[src/rtl/mem_stage_pkg.sv]
// Shared types and helpers for the M-stage memory channel controller.
package mem_stage_pkg;

  typedef enum logic [1:0] {
    IDLE,
    ACCESS,
    DONE
  } mem_state_t;

  localparam int CH_SEL_W = 3;

  function automatic logic ch_is_bypass(input logic [7:0] mask,
                                        input logic [CH_SEL_W-1:0] idx);
    return mask[idx];
  endfunction

endpackage

[src/rtl/mem_timeout_ctr.sv]
// Stall-cycle counter for one handshake access; flags expiry at TIMEOUT-1.
module mem_timeout_ctr #(
  parameter int TIMEOUT = 16
) (
  input  logic clk_i,
  input  logic rst_i,
  input  logic clear_i,
  input  logic enable_i,
  output logic expired_o
);

  localparam int CNT_W = $clog2(TIMEOUT) + 1;

  logic [CNT_W-1:0] cnt_q, cnt_d;

  always_comb begin
    cnt_d = cnt_q;
    if (clear_i) begin
      cnt_d = '0;
    end else if (enable_i) begin
      cnt_d = cnt_q + CNT_W'(1);
    end
  end

  always_ff @(posedge clk_i or posedge rst_i) begin
    if (rst_i) begin
      cnt_q <= '0;
    end else begin
      cnt_q <= cnt_d;
    end
  end

  assign expired_o = (cnt_q == CNT_W'(TIMEOUT - 1));

endmodule

[src/rtl/mem_stage_ctrl.sv]
// M-stage memory controller: NCH channels, each zero-wait bypass or req/ack with
// timeout; a pending handshake stalls the pipeline through StallM.
//
// state  | meaning
// IDLE   | no access pending; bypass accesses complete here
// ACCESS | handshake request held on the latched channel, pipeline stalled
// DONE   | result presented with DoneM, pipeline advances
import mem_stage_pkg::*;

module mem_stage_ctrl #(
  parameter int             WIDTH       = 48,
  parameter int             NCH         = 4,
  parameter logic [NCH-1:0] BYPASS_MASK = 4'b0001,
  parameter int             TIMEOUT     = 16
) (
  input  logic                 CLK,
  input  logic                 Reset,
  input  logic                 ReqM,
  input  logic                 WriteM,
  input  logic [CH_SEL_W-1:0]  ChSelM,
  input  logic [WIDTH-1:0]     AddrM,
  input  logic [WIDTH-1:0]     WDataM,
  output logic                 StallM,
  output logic [WIDTH-1:0]     RDataM,
  output logic                 DoneM,
  output logic                 ErrM,
  output logic [NCH-1:0]       ch_req,
  output logic                 ch_we,
  output logic [WIDTH-1:0]     ch_addr,
  output logic [WIDTH-1:0]     ch_wdata,
  input  logic [NCH*WIDTH-1:0] ch_rdata,
  input  logic [NCH-1:0]       ch_ack
);

  mem_state_t       state_q, state_d;
  logic [NCH-1:0]   sel_oh_q, sel_oh_d;
  logic             we_q, we_d;
  logic [WIDTH-1:0] addr_q, addr_d;
  logic [WIDTH-1:0] wdata_q, wdata_d;
  logic [WIDTH-1:0] rdata_q, rdata_d;
  logic             err_q, err_d;

  logic [NCH-1:0]   req_oh;
  logic [WIDTH-1:0] byp_rdata, acc_rdata;
  logic             ch_valid, ch_bypass, ack_hit;
  logic             ctr_clear, ctr_enable, ctr_expired;

  always_comb begin
    req_oh    = '0;
    byp_rdata = '0;
    acc_rdata = '0;
    for (int i = 0; i < NCH; i++) begin
      if (ChSelM == CH_SEL_W'(i)) begin
        req_oh[i] = 1'b1;
        byp_rdata = ch_rdata[i*WIDTH +: WIDTH];
      end
      if (sel_oh_q[i]) begin
        acc_rdata = ch_rdata[i*WIDTH +: WIDTH];
      end
    end
  end

  assign ch_valid  = |req_oh;
  assign ch_bypass = ch_is_bypass(8'(BYPASS_MASK), ChSelM);
  assign ack_hit   = |(ch_ack & sel_oh_q);

  // The counter tallies stall cycles of the current access, so the accepting
  // IDLE cycle counts as the first and expiry lands after TIMEOUT stalls.
  mem_timeout_ctr #(.TIMEOUT(TIMEOUT)) u_timeout (
    .clk_i    (CLK),
    .rst_i    (Reset),
    .clear_i  (ctr_clear),
    .enable_i (ctr_enable),
    .expired_o(ctr_expired)
  );

  always_comb begin
    state_d    = state_q;
    sel_oh_d   = sel_oh_q;
    we_d       = we_q;
    addr_d     = addr_q;
    wdata_d    = wdata_q;
    rdata_d    = rdata_q;
    err_d      = err_q;
    ctr_clear  = 1'b0;
    ctr_enable = 1'b0;
    StallM     = 1'b0;
    DoneM      = 1'b0;
    ErrM       = 1'b0;
    RDataM     = '0;
    ch_req     = '0;
    ch_we      = 1'b0;
    ch_addr    = '0;
    ch_wdata   = '0;

    unique case (state_q)
      IDLE: begin
        ctr_clear = 1'b1;
        if (ReqM) begin
          if (!ch_valid) begin
            StallM  = 1'b1;
            rdata_d = '0;
            err_d   = 1'b1;
            state_d = DONE;
          end else if (ch_bypass) begin
            ch_req   = req_oh;
            ch_we    = WriteM;
            ch_addr  = AddrM;
            ch_wdata = WDataM;
            RDataM   = WriteM ? '0 : byp_rdata;
            DoneM    = 1'b1;
          end else begin
            StallM     = 1'b1;
            ctr_clear  = 1'b0;
            ctr_enable = 1'b1;
            sel_oh_d   = req_oh;
            we_d       = WriteM;
            addr_d     = AddrM;
            wdata_d    = WDataM;
            err_d      = 1'b0;
            state_d    = ACCESS;
          end
        end
      end
      ACCESS: begin
        StallM     = 1'b1;
        ctr_enable = 1'b1;
        ch_req     = sel_oh_q;
        ch_we      = we_q;
        ch_addr    = addr_q;
        ch_wdata   = wdata_q;
        if (ack_hit) begin
          rdata_d = we_q ? '0 : acc_rdata;
          err_d   = 1'b0;
          state_d = DONE;
        end else if (ctr_expired) begin
          rdata_d = '0;
          err_d   = 1'b1;
          state_d = DONE;
        end
      end
      DONE: begin
        ctr_clear = 1'b1;
        DoneM     = 1'b1;
        ErrM      = err_q;
        RDataM    = rdata_q;
        state_d   = IDLE;
      end
      default: state_d = IDLE;
    endcase

    // Reset must silence the combinational outputs at once, not at the next edge.
    if (Reset) begin
      StallM   = 1'b0;
      DoneM    = 1'b0;
      ErrM     = 1'b0;
      RDataM   = '0;
      ch_req   = '0;
      ch_we    = 1'b0;
      ch_addr  = '0;
      ch_wdata = '0;
    end
  end

  always_ff @(posedge CLK or posedge Reset) begin
    if (Reset) begin
      state_q  <= IDLE;
      sel_oh_q <= '0;
      we_q     <= 1'b0;
      addr_q   <= '0;
      wdata_q  <= '0;
      rdata_q  <= '0;
      err_q    <= 1'b0;
    end else begin
      state_q  <= state_d;
      sel_oh_q <= sel_oh_d;
      we_q     <= we_d;
      addr_q   <= addr_d;
      wdata_q  <= wdata_d;
      rdata_q  <= rdata_d;
      err_q    <= err_d;
    end
  end

endmodule

[config.mk]
export PLATFORM = sky130hd
export DESIGN_NAME = mem_stage_ctrl
export DESIGN_NICKNAME = d
export VERILOG_FILES = /design/src/rtl/mem_stage_pkg.sv /design/src/rtl/mem_timeout_ctr.sv /design/src/rtl/mem_stage_ctrl.sv
export SDC_FILE = /design/constraint.sdc
export NUM_CORES = 1
export LEC_CHECK = 0
export ABC_CLOCK_PERIOD_IN_PS = 17250
export BUFFER_PORTS_ARGS = -buffer_cell sky130_fd_sc_hd__buf_4
export CORE_AREA = 2 2 174 176
export CTS_BUF_LIST = sky130_fd_sc_hd__clkbuf_8
export DETAILED_ROUTE_END_ITERATION = 7
export DIE_AREA = 0 0 176 178
export SYNTH_ARGS = -nofsm -noshare
export SYNTH_HDL_FRONTEND = slang
export SYNTH_HIERARCHICAL = 1
export SYNTH_SLANG_ARGS = --single-unit
[constraint.sdc]
create_clock -name CLK -period 17.25 [get_ports CLK]
set_input_delay 1.725 -clock CLK [delete_from_list [all_inputs] [get_ports CLK]]
set_output_delay 1.725 -clock CLK [all_outputs]
set_load 0.01 [all_outputs]
==> metrics.json, run 1 <==
{
  "outcome": {
    "status": "completed"
  },
  "place": {
    "io_buffer_count": 450,
    "hpwl_um": 25950,
    "routabilityCongestion": 0.8459
  },
  "detailed_routing": {
    "avgViaCountPerCell": 5.449,
    "drt-total-wl_um": 38100,
    "wire_per_inst_um": 20.72,
    "drtAntennaViolNets": 0,
    "initial_drc_count": 707,
    "drc": 0,
    "vias": 10021,
    "dr.pass1.iters": 7
  },
  "global_route": {
    "total_routing_usage_gr_pct": 23.38,
    "grt_pass1_vias": 10123,
    "grt-ovfl-total": 0,
    "grt_antenna_before_repair": 3,
    "grt_pass1_wl_um": 57460,
    "grt_max_degree": 102
  },
  "final_layout": {
    "mostFrequentLayoutCell": "sky130_fd_sc_hd__buf_4",
    "final_util_pct": 46.53,
    "mostFrequentLayoutCells": "sky130_fd_sc_hd__buf_4 (465), sky130_fd_sc_hd__dfrtp_1 (154), sky130_fd_sc_hd__nor2_1 (151)",
    "final_net_count": 1734,
    "area.growth.synth_to_final_pct": 40.67,
    "post_route_cells_drive_above_1_share_pct": 41.01
  },
  "clock_network": {
    "clock_sinks": 157,
    "clockRootBuffer": "sky130_fd_sc_hd__clkbuf_8",
    "cts_resized": 0,
    "ctsHtreeMaxLevel": 4,
    "cts_buffer_depth": 2,
    "cts_hold_buffers": 0,
    "cts.clk_slew.worst_paths_ns": 0.10,
    "insertion_delay_ns": 0.46,
    "cts_post_setup_buffers_inserted": 0,
    "tritoncts": "done",
    "cts_made_buffers": 17
  },
  "die": {
    "num_io_pins": 451,
    "fp.dieArea_um2": 31330,
    "die_h_um": 178,
    "core_region_area_um2": 29400,
    "start_util_pct": 33.07,
    "die_w_um": 176,
    "rows": 63
  },
  "pwr": {
    "power_density_nw_per_um2": 119.8,
    "peakVddDrop_uv": 75.91,
    "power_leakage_nw": 6.119
  },
  "logic_synthesis": {
    "yosys_register_bits": 157,
    "synth_edf_count": 0,
    "postSynthCellCount": 1063,
    "mean_cell_area_of_the_mapped_netlist_um2": 9.148,
    "synth_area_um2": 9724,
    "ys_async_sr_fraction_pct": 100.0,
    "ys_warn_count": 6,
    "synth_largest_area_cell": "sky130_fd_sc_hd__dfrtp_1",
    "synth.top_cells.by_area": "sky130_fd_sc_hd__dfrtp_1 (40%), sky130_fd_sc_hd__mux2_2 (9.0%), sky130_fd_sc_hd__a32oi_1 (8.7%)",
    "synthFlopType": "sky130_fd_sc_hd__dfrtp_1",
    "synth.distinct_cells": 46,
    "synthesis.nets": 1364,
    "synth_top_area_share_pct": 40.40,
    "synth-seq-area-share_pct": 40.40
  },
  "timing": {
    "worst_clock_skew_ns": 0.02602,
    "min_period_over_period_pct": 33.75,
    "timing.slew.headroom_pct": 21.00,
    "post-route-min-period_ns": 5.822,
    "finalSetupViolations": 0,
    "drv_slew": 0,
    "tightest_slew_ns": 1.185,
    "setup-tns-final_ns": 0,
    "hold_viol_final": 0,
    "max_freq_mhz": 171.8,
    "final.hold.worst_slack_ns": 0.4982,
    "grt_setup_unrepaired": "no"
  },
  "setup_path": {
    "timing.critical_path.from": "ChSelM[2]",
    "critical_path_required_ns": 15.52,
    "path_max_fanout": 48,
    "endpoint_kind": "primary output",
    "worst_r2r_start": "state_q[0]",
    "timing.critical_path.arrival_ns": 4.10,
    "worstSetupStartpointType": "input port",
    "timing_worst_setup_path_type": "input port to primary output"
  },
  "worst_hold_path": {
    "hp-start": "addr_q[35]",
    "worstHoldPathType": "flop to flop"
  },
  "run": {
    "maxCapViolCount": 0
  }
}
logic make-up (layout without fill, tap and decap cells):
kind of cell / Yosys count / count (layout) / synth area share [%]
and+or+nand+nor: 325 / 325 / 16.66
AOI/OAI and AO/OA: 309 / 309 / 23.84
buffers and inverters: 169 / 552 / 7.154
DFF: 157 / 157 / 40.40
muxes: 100 / 100 / 11.59
adders and majority gates: 2 / 2 / 0.2573
xor gates and xnor gates: 1 / 1 / 0.09008
other: 0 / 3 / 0
state kept, by name, indices dropped and copies added (netlist names):
register         cells
sel_oh_q             4
state_q              2
we_q                 1
u_timeout/cnt_q      5
wdata_q             48
addr_q              48
err_q                1
rdata_q             48
cells in the mapped netlist, types with 3 or more instances:
master / instances
sky130_fd_sc_hd__dfrtp_1: 157
sky130_fd_sc_hd__o21ai_0: 52
sky130_fd_sc_hd__and3_1: 3
sky130_fd_sc_hd__buf_1: 5
sky130_fd_sc_hd__nor3_1: 3
sky130_fd_sc_hd__a32oi_1: 97
sky130_fd_sc_hd__inv_1: 55
sky130_fd_sc_hd__a21oi_1: 52
sky130_fd_sc_hd__nand2b_1: 50
sky130_fd_sc_hd__nand3b_1: 49
sky130_fd_sc_hd__and2_1: 3
sky130_fd_sc_hd__mux2_2: 78
sky130_fd_sc_hd__buf_6: 4
sky130_fd_sc_hd__mux2_1: 19
sky130_fd_sc_hd__a32o_1: 48
sky130_fd_sc_hd__clkbuf_1: 82
sky130_fd_sc_hd__o211ai_1: 48
sky130_fd_sc_hd__nand2_1: 52
sky130_fd_sc_hd__nor2_1: 152
sky130_fd_sc_hd__buf_2: 22
path summary, 6_finish.rpt:
path | depth (start not counted) | endpoint | slack (ns)
worst max-delay path | 6 | RDataM[46] | 11.43
worst min-delay path | 1 | addr_q[35] | 0.50
worst max register to register | 4 | addr_q[1] | 13.93
worst min register to register | 1 | addr_q[35] | 0.50
max in group asynchronous | 3 | sel_oh_q[1] | 14.23
min in group asynchronous | 2 | u_timeout/cnt_q[4] | 1.25
worst max-delay path, stage by stage:
cell                      delay [ns]
sky130_fd_sc_hd__buf_4          0.15
sky130_fd_sc_hd__nor4b_4        0.19
sky130_fd_sc_hd__buf_4          0.34
sky130_fd_sc_hd__nand3_2        0.82
sky130_fd_sc_hd__o21ai_0        0.63
sky130_fd_sc_hd__buf_4          0.20
layer usage:
layer	routed length, µm	up-vias	track usage, %
met1	15410	4947	28.54
met3	3258	47	7.204
met4	949	0	7.610
li1	-	4631	-
met5	0	-	0
met2	18480	396	39.45
metrics by stage:
stage	instances	worst slack (ns)	total power [mW]	instance area (µm²)
after floorplan	1063	9.273	1.099	9724
after global placement	1804	11.49	1.353	13290
after detailed placement	1804	11.44	1.370	13290
after CTS	1836	11.44	1.656	13670
after global routing	1838	11.23	1.752	13680
final	1839	11.43	1.639	13680
cell type report:
class / instances / area, µm²
repair buffers: 465 / 3491
multi-input cells: 737 / 5161
clock buffers: 17 / 234.0
clock inverters: 15 / 151.4
inverters: 55 / 211.5
diodes: 3 / 7.507
well taps: 390 / 488.0
flip-flops and latches: 157 / 3935
fillers: 2877 / 15720
report_power, final:
part / internal [mW] / switching [mW]
Combinational: 0.337 / 0.398
Clock: 0.108 / 0.173
Sequential: 0.525 / 0.0983
Note: power is estimated with default switching activity, not from simulation.
==> run 2, diff against run 1 <==
--- a/config.mk
+++ b/config.mk
@@ -5,7 +5,7 @@
 export SDC_FILE = /design/constraint.sdc
 export NUM_CORES = 1
 export LEC_CHECK = 0
-export ABC_CLOCK_PERIOD_IN_PS = 17250
+export ABC_CLOCK_PERIOD_IN_PS = 4800
 export BUFFER_PORTS_ARGS = -buffer_cell sky130_fd_sc_hd__buf_4
 export CORE_AREA = 2 2 174 176
 export CTS_BUF_LIST = sky130_fd_sc_hd__clkbuf_8
==> constraint.sdc (replaced) <==
create_clock -name CLK -period 4.8 [get_ports CLK]
set_input_delay 0.48 -clock CLK [delete_from_list [all_inputs] [get_ports CLK]]
set_output_delay 0.48 -clock CLK [all_outputs]
set_load 0.01 [all_outputs]
==> run 2 against run 1 <==
Net effect: global-route usage decreased by 0.13 points; sequential share of layout area is 0.13 points lower; non-clock buffer count increased by 4; final area rose by 0.47%; register-to-register slack worse by 13 ns; hold slack got worse by 0.27 ns; combinational power rose to 3.5 times the previous value; sequential power rose to 3.6 times the previous value; power increased to 3.6 times the previous value; clock power rose to 3.7 times the previous value; via count barely moved; clock-buffer cell count unchanged; critical path type is now flop to primary output.
==> metrics.json, run 2 (synthesis results as in run 1) <==
{
  "timing": {
    "worst_clock_skew_ns": 0.02221,
    "hold_viol_final": 0,
    "timing.slew.headroom_pct": 25.65,
    "post-route-min-period_ns": 3.837,
    "timing.final.ws_setup_ns": 0.9625,
    "final.hold.worst_slack_ns": 0.2292,
    "finalSetupViolations": 0,
    "min_period_over_period_pct": 79.95,
    "drv_slew": 0,
    "setup-tns-final_ns": 0,
    "grt_setup_unrepaired": "no",
    "tightest_slew_ns": 1.113,
    "max_freq_mhz": 260.6
  },
  "pwr": {
    "power_leakage_nw": 6.157,
    "power_density_nw_per_um2": 429.6,
    "sequentialPowerShare_pct": 38.4,
    "comb_power_share_pct": 44.1,
    "power.switching_fraction_pct": 40.77,
    "peakVddDrop_uv": 200.8,
    "cell_internal_pwr_mw": 3.497,
    "clock_network_power_share_pct": 17.5,
    "total_switching_power_mw": 2.407,
    "power.total_mw": 5.904
  },
  "detailed_routing": {
    "avgViaCountPerCell": 5.434,
    "drc": 0,
    "drtAntennaViolNets": 0,
    "vias": 10015,
    "initial_drc_count": 666,
    "dr.pass1.iters": 5,
    "drt-total-wl_um": 37790,
    "wire_per_inst_um": 20.51
  },
  "worst_hold_path": {
    "holdPathStages": 2,
    "worstHoldPathType": "input port to flop"
  },
  "place": {
    "pre_cts_ws_ns": 1.280,
    "hpwl_um": 25740,
    "place.detailed.instances": 1807,
    "routabilityCongestion": 0.9124,
    "place_area_um2": 13320,
    "io_buffer_count": 450
  },
  "final_layout": {
    "biggestRegsByFlops": "addr_q (48), rdata_q (48), wdata_q (48)",
    "post_route_cells_drive_above_1_share_pct": 41.10,
    "mostFrequentLayoutCells": "sky130_fd_sc_hd__buf_4 (467), sky130_fd_sc_hd__dfrtp_1 (154), sky130_fd_sc_hd__nor2_1 (151)",
    "area.growth.synth_to_final_pct": 41.33,
    "mostFrequentLayoutCell": "sky130_fd_sc_hd__buf_4",
    "post-route-cell-area_um2": 13740,
    "finish.cell_count_without_fillers": 1843,
    "final_net_count": 1738,
    "final_util_pct": 46.74
  },
  "clock_network": {
    "insertion_delay_ns": 0.46,
    "cts_buffer_depth": 2,
    "ctsHtreeMaxLevel": 4,
    "cts.clk_slew.worst_paths_ns": 0.12,
    "tritoncts": "done",
    "cts_post_setup_buffers_inserted": 0,
    "cts_resized": 0,
    "clock_sinks": 157,
    "cts_hold_buffers": 1,
    "cts_made_buffers": 17,
    "clockRootBuffer": "sky130_fd_sc_hd__clkbuf_8"
  },
  "setup_path": {
    "path_max_fanout": 92,
    "critical_path_required_ns": 4.32,
    "worst_path_most_repeated_cell": "sky130_fd_sc_hd__buf_4",
    "crit_path_cell_trace": "nor4b_4 -> buf_4 -> a32oi_1 -> nor2_1 -> buf_4",
    "cp_slowest_cell": "sky130_fd_sc_hd__buf_4",
    "worst_path_largest_cell_delay_ns": 0.88,
    "timing_worst_setup_path_type": "flop to primary output",
    "worstSetupStartpointType": "flop",
    "timing.critical_path.arrival_ns": 3.36,
    "endpoint_kind": "primary output",
    "worst-r2r-cell-count": 4
  },
  "die": {
    "die_w_um": 176,
    "rows": 63,
    "num_io_pins": 451,
    "core_region_area_um2": 29400,
    "die_h_um": 178,
    "start_util_pct": 33.07,
    "fp.dieArea_um2": 31330
  },
  "global_route": {
    "grt_antenna_before_repair": 5,
    "grt-ovfl-total": 0,
    "grt_pass1_vias": 10002,
    "global_route.peak_usage_layer": "met2",
    "groute.layer.met3.usage_pct": 7.928,
    "total_routing_usage_gr_pct": 23.25,
    "grt_max_degree": 155,
    "grt_pass1_wl_um": 57160,
    "grt_util_met1_pct": 28.76,
    "met2_routing_resource_usage_after_global_routing_pct": 38.12
  },
  "run": {
    "maxCapViolCount": 0
  },
  "outcome": {
    "status": "completed"
  }
}
## run 2: cell count changes in the layout (fill, tap and decap cells not counted)
| cell | before | now |
|---|---|---|
| sky130_fd_sc_hd__inv_6 | 3 | 5 |
| sky130_fd_sc_hd__buf_4 | 465 | 467 |
| sky130_fd_sc_hd__buf_12 | 0 | 1 |
| sky130_fd_sc_hd__dlygate4sd3_1 | 0 | 1 |
| sky130_fd_sc_hd__clkinv_4 | 0 | 1 |
| sky130_fd_sc_hd__inv_8 | 6 | 3 |
| sky130_fd_sc_hd__clkinv_8 | 2 | 5 |
| sky130_fd_sc_hd__clkinvlp_4 | 4 | 1 |
## run 2: worst paths after layout
| kind | endpoint | slack, ns | start |
|---|---|---|---|
| setup / recovery | ch_addr[3] | 0.96 | state_q[0] |
| hold / removal | addr_q[37] | 0.23 | AddrM[37] |
| setup reg to reg | wdata_q[33] | 1.34 | state_q[0] |
| hold reg to reg | addr_q[39] | 0.49 | addr_q[39] |
| max in group asynchronous | addr_q[10] | 3.24 | Reset |
| min in group asynchronous | u_timeout/cnt_q[4] | 0.56 | Reset |
## run 2: area by class of cell
cell class / instances / area [µm²]
fill: 2882 / 15660
antenna: 3 / 7.507
clock inverter: 15 / 171.4
multi-input combinational: 737 / 5161
tap: 390 / 488.0
inverter: 55 / 210.2
sequential: 157 / 3935
timing repair buffer: 469 / 3536
clock buffer: 17 / 234.0
## run 2: layer usage
| metal | vias to the layer above | part of all wire, % |
|---|---|---|
| li1 | 4647 | - |
| met1 | 4894 | 40 |
| met2 | 422 | 48 |
| met3 | 48 | 9.5 |
| met4 | 4 | 2.2 |
| met5 | - | 0.064 |
## run 2: worst max-delay path, delay by kind of cell (launching register included)
kind,cells,cell delay (ns)
buf+inv,2,1.04
flops,1,0.53
simple gates,2,0.95
compound gates,1,0.24
## run 2: power by group through the flow
| stage | Sequential (mW) | Combinational [mW] | Clock [mW] |
|---|---|---|---|
| 2_1_floorplan | 2.12 | 1.83 | 0 |
| 3_3_place_gp | 2.27 | 2.59 | 0 |
| 5_1_grt | 2.34 | 2.85 | 1.12 |
| 6_report | 2.27 | 2.60 | 1.03 |
| 3_5_place_dp | 2.29 | 2.62 | 0 |
| 4_1_cts | 2.26 | 2.62 | 1.07 |
==> run 3, diff against run 2 <==
--- a/config.mk
+++ b/config.mk
@@ -5,7 +5,7 @@
 export SDC_FILE = /design/constraint.sdc
 export NUM_CORES = 1
 export LEC_CHECK = 0
-export ABC_CLOCK_PERIOD_IN_PS = 4800
+export ABC_CLOCK_PERIOD_IN_PS = 4000
 export BUFFER_PORTS_ARGS = -buffer_cell sky130_fd_sc_hd__buf_4
 export CORE_AREA = 2 2 174 176
 export CTS_BUF_LIST = sky130_fd_sc_hd__clkbuf_8
==> constraint.sdc (replaced) <==
create_clock -name CLK -period 4 [get_ports CLK]
set_input_delay 0.4 -clock CLK [delete_from_list [all_inputs] [get_ports CLK]]
set_output_delay 0.4 -clock CLK [all_outputs]
set_load 0.01 [all_outputs]
==> run 3 against run 2 <==
Net effect: power grew 20%; largest power group unchanged; non-clock buffer count grew 1; combinational power grew 20%; largest cell class unchanged; die area is the same; sequential power grew 21%; global-route usage shrank 0.30 points; critical path depth is the same; final area grew 0.38%.
==> metrics.json, run 3 (synthesis results as in run 1) <==
{
  "outcome": {
    "status": "completed"
  },
  "setup_path": {
    "timing.critical_path.arrival_ns": 2.58,
    "worstSetupStartpointType": "flop",
    "reg2reg_setup_slack_ns": 1.12,
    "worst_path_largest_cell_delay_ns": 0.53,
    "crit_path_cell_trace": "nor4b_4 -> nand3_1 -> buf_4 -> o21ai_0 -> buf_4",
    "timing_worst_setup_path_type": "flop to primary output",
    "worst_path_most_repeated_cell": "sky130_fd_sc_hd__buf_4",
    "critical_path_required_ns": 3.60,
    "endpoint_kind": "primary output",
    "path_max_fanout": 48,
    "cp_slowest_cell": "sky130_fd_sc_hd__dfrtp_1"
  },
  "pwr": {
    "total_switching_power_mw": 2.860,
    "power.switching_fraction_pct": 40.38,
    "comb_power_share_pct": 44.0,
    "peakVddDrop_uv": 278.6,
    "clock_network_power_share_pct": 17.3,
    "cell_internal_pwr_mw": 4.224,
    "power_density_nw_per_um2": 513.5,
    "sequentialPowerShare_pct": 38.6,
    "power_leakage_nw": 6.188
  },
  "timing": {
    "timing.slew.headroom_pct": 16.04,
    "finalSetupViolations": 0,
    "max_freq_mhz": 335.2,
    "timing.final.ws_setup_ns": 1.017,
    "worst_clock_skew_ns": 0.02089,
    "min_period_over_period_pct": 74.59,
    "hold_viol_final": 0,
    "post-route-min-period_ns": 2.983,
    "grt_setup_unrepaired": "no",
    "tightest_slew_ns": 1.259,
    "final.hold.worst_slack_ns": 0.1486,
    "drv_slew": 0
  },
  "place": {
    "place.detailed.instances": 1808,
    "pre_cts_ws_ns": 1.102,
    "hpwl_um": 25310,
    "io_buffer_count": 450,
    "routabilityCongestion": 0.8252
  },
  "final_layout": {
    "final_net_count": 1739,
    "finish.cell_count_without_fillers": 1845,
    "mostFrequentLayoutCells": "sky130_fd_sc_hd__buf_4 (464), sky130_fd_sc_hd__dfrtp_1 (154), sky130_fd_sc_hd__nor2_1 (150)",
    "post_route_cells_drive_above_1_share_pct": 41.08,
    "num-fill-cells": 2902,
    "biggestRegsByFlops": "addr_q (48), rdata_q (48), wdata_q (48)",
    "mostFrequentLayoutCell": "sky130_fd_sc_hd__buf_4",
    "area.growth.synth_to_final_pct": 41.87
  },
  "die": {
    "num_io_pins": 451,
    "core_region_area_um2": 29400,
    "die_h_um": 178,
    "fp.dieArea_um2": 31330,
    "rows": 63,
    "die_w_um": 176,
    "start_util_pct": 33.07
  },
  "clock_network": {
    "cts_made_buffers": 17,
    "cts_buffer_depth": 2,
    "tritoncts": "done",
    "clock_sinks": 157,
    "cts.clk_slew.worst_paths_ns": 0.12,
    "insertion_delay_ns": 0.47,
    "cts_post_setup_buffers_inserted": 0,
    "clockRootBuffer": "sky130_fd_sc_hd__clkbuf_8",
    "ctsHtreeMaxLevel": 4
  },
  "detailed_routing": {
    "wire_per_inst_um": 20.23,
    "drc": 0,
    "avgViaCountPerCell": 5.365,
    "drtAntennaViolNets": 0,
    "dr.pass1.iters": 7,
    "initial_drc_count": 644,
    "vias": 9898,
    "drt-total-wl_um": 37320
  },
  "run": {
    "maxCapViolCount": 0
  },
  "worst_hold_path": {
    "worstHoldPathType": "input port to flop"
  },
  "global_route": {
    "grt_max_degree": 155,
    "total_routing_usage_gr_pct": 22.96,
    "grt_antenna_before_repair": 4,
    "grt_pass1_wl_um": 56310,
    "grt_pass1_vias": 9924,
    "grt-ovfl-total": 0
  }
}
run 3: changes by cell type in the layout (fill, tap and decap cells not counted), sizes merged:
| cell | change |
|---|---|
| inv | +2 |
| diode | +1 |
| clkinv | -2 |
| buf | +1 |
run 3: final cells by class:
| class | count | area [µm²] | share of cell area [%] |
|---|---|---|---|
| multi-input cells | 737 | 5164 | 37.43 |
| flip-flops and latches | 157 | 3935 | 28.52 |
| repair buffers | 470 | 3593 | 26.05 |
| well taps | 390 | 488.0 | 3.537 |
| clock buffers | 17 | 234.0 | 1.696 |
| inverters | 55 | 210.2 | 1.524 |
| clock inverters | 15 | 161.4 | 1.170 |
| diodes | 4 | 10.01 | 0.07256 |
run 3: per-stage QoR:
step	util (%)	power (mW)	cell area (µm²)	TNS, ns
2_1_floorplan	-	4.756	9758	-0.7771
3_3_place_gp	45.51	5.838	13380	0
3_5_place_dp	45.51	5.908	13380	0
4_1_cts	46.89	7.153	13790	0
5_1_grt	46.90	7.588	13790	0
6_report	46.92	7.084	13800	0
run 3: worst paths after layout:
path / from / end / cells after the start
max in group asynchronous: Reset / addr_q[28] / 4
worst min-delay path: AddrM[43] / addr_q[43] / 2
worst max-delay path: state_q[0] / RDataM[25] / 5
min in group asynchronous: Reset / u_timeout/cnt_q[4] / 3
worst max register to register: state_q[0] / wdata_q[47] / 4
worst min register to register: addr_q[35] / addr_q[35] / 1
run 3: what timing repair did:
item / in CTS / in global routing
hold buffers: 1 / 0
gates resized for setup: 0 / 0
hold endpoints to repair: 5 / 0
run 3: power by group through the flow:
| stage | Sequential, mW | Clock (mW) | Combinational [mW] |
|---|---|---|---|
| 5_1_grt | 2.83 | 1.34 | 3.42 |
| 3_5_place_dp | 2.76 | 0 | 3.15 |
| 4_1_cts | 2.73 | 1.27 | 3.15 |
| 6_report | 2.74 | 1.23 | 3.12 |
| 2_1_floorplan | 2.54 | 0 | 2.21 |
| 3_3_place_gp | 2.74 | 0 | 3.10 |
run 3: critical path, delay by kind of cell, from the launching register on:
family                 cells  cell delay (ns)
AND/OR/NAND/NOR            2             0.53
flip-flops                 1             0.53
AO/OA/AOI/OAI              1             0.51
buffers and inverters      2             0.51
run 3: metal layers:
metal | vias up | wire length (µm) | GRT usage (%)
met1 | 4823 | 15070 | 28.30
met5 | - | 16 | 0
met4 | 2 | 667 | 6.302
met2 | 387 | 18340 | 38.75
met3 | 36 | 3228 | 7.332
li1 | 4650 | - | -
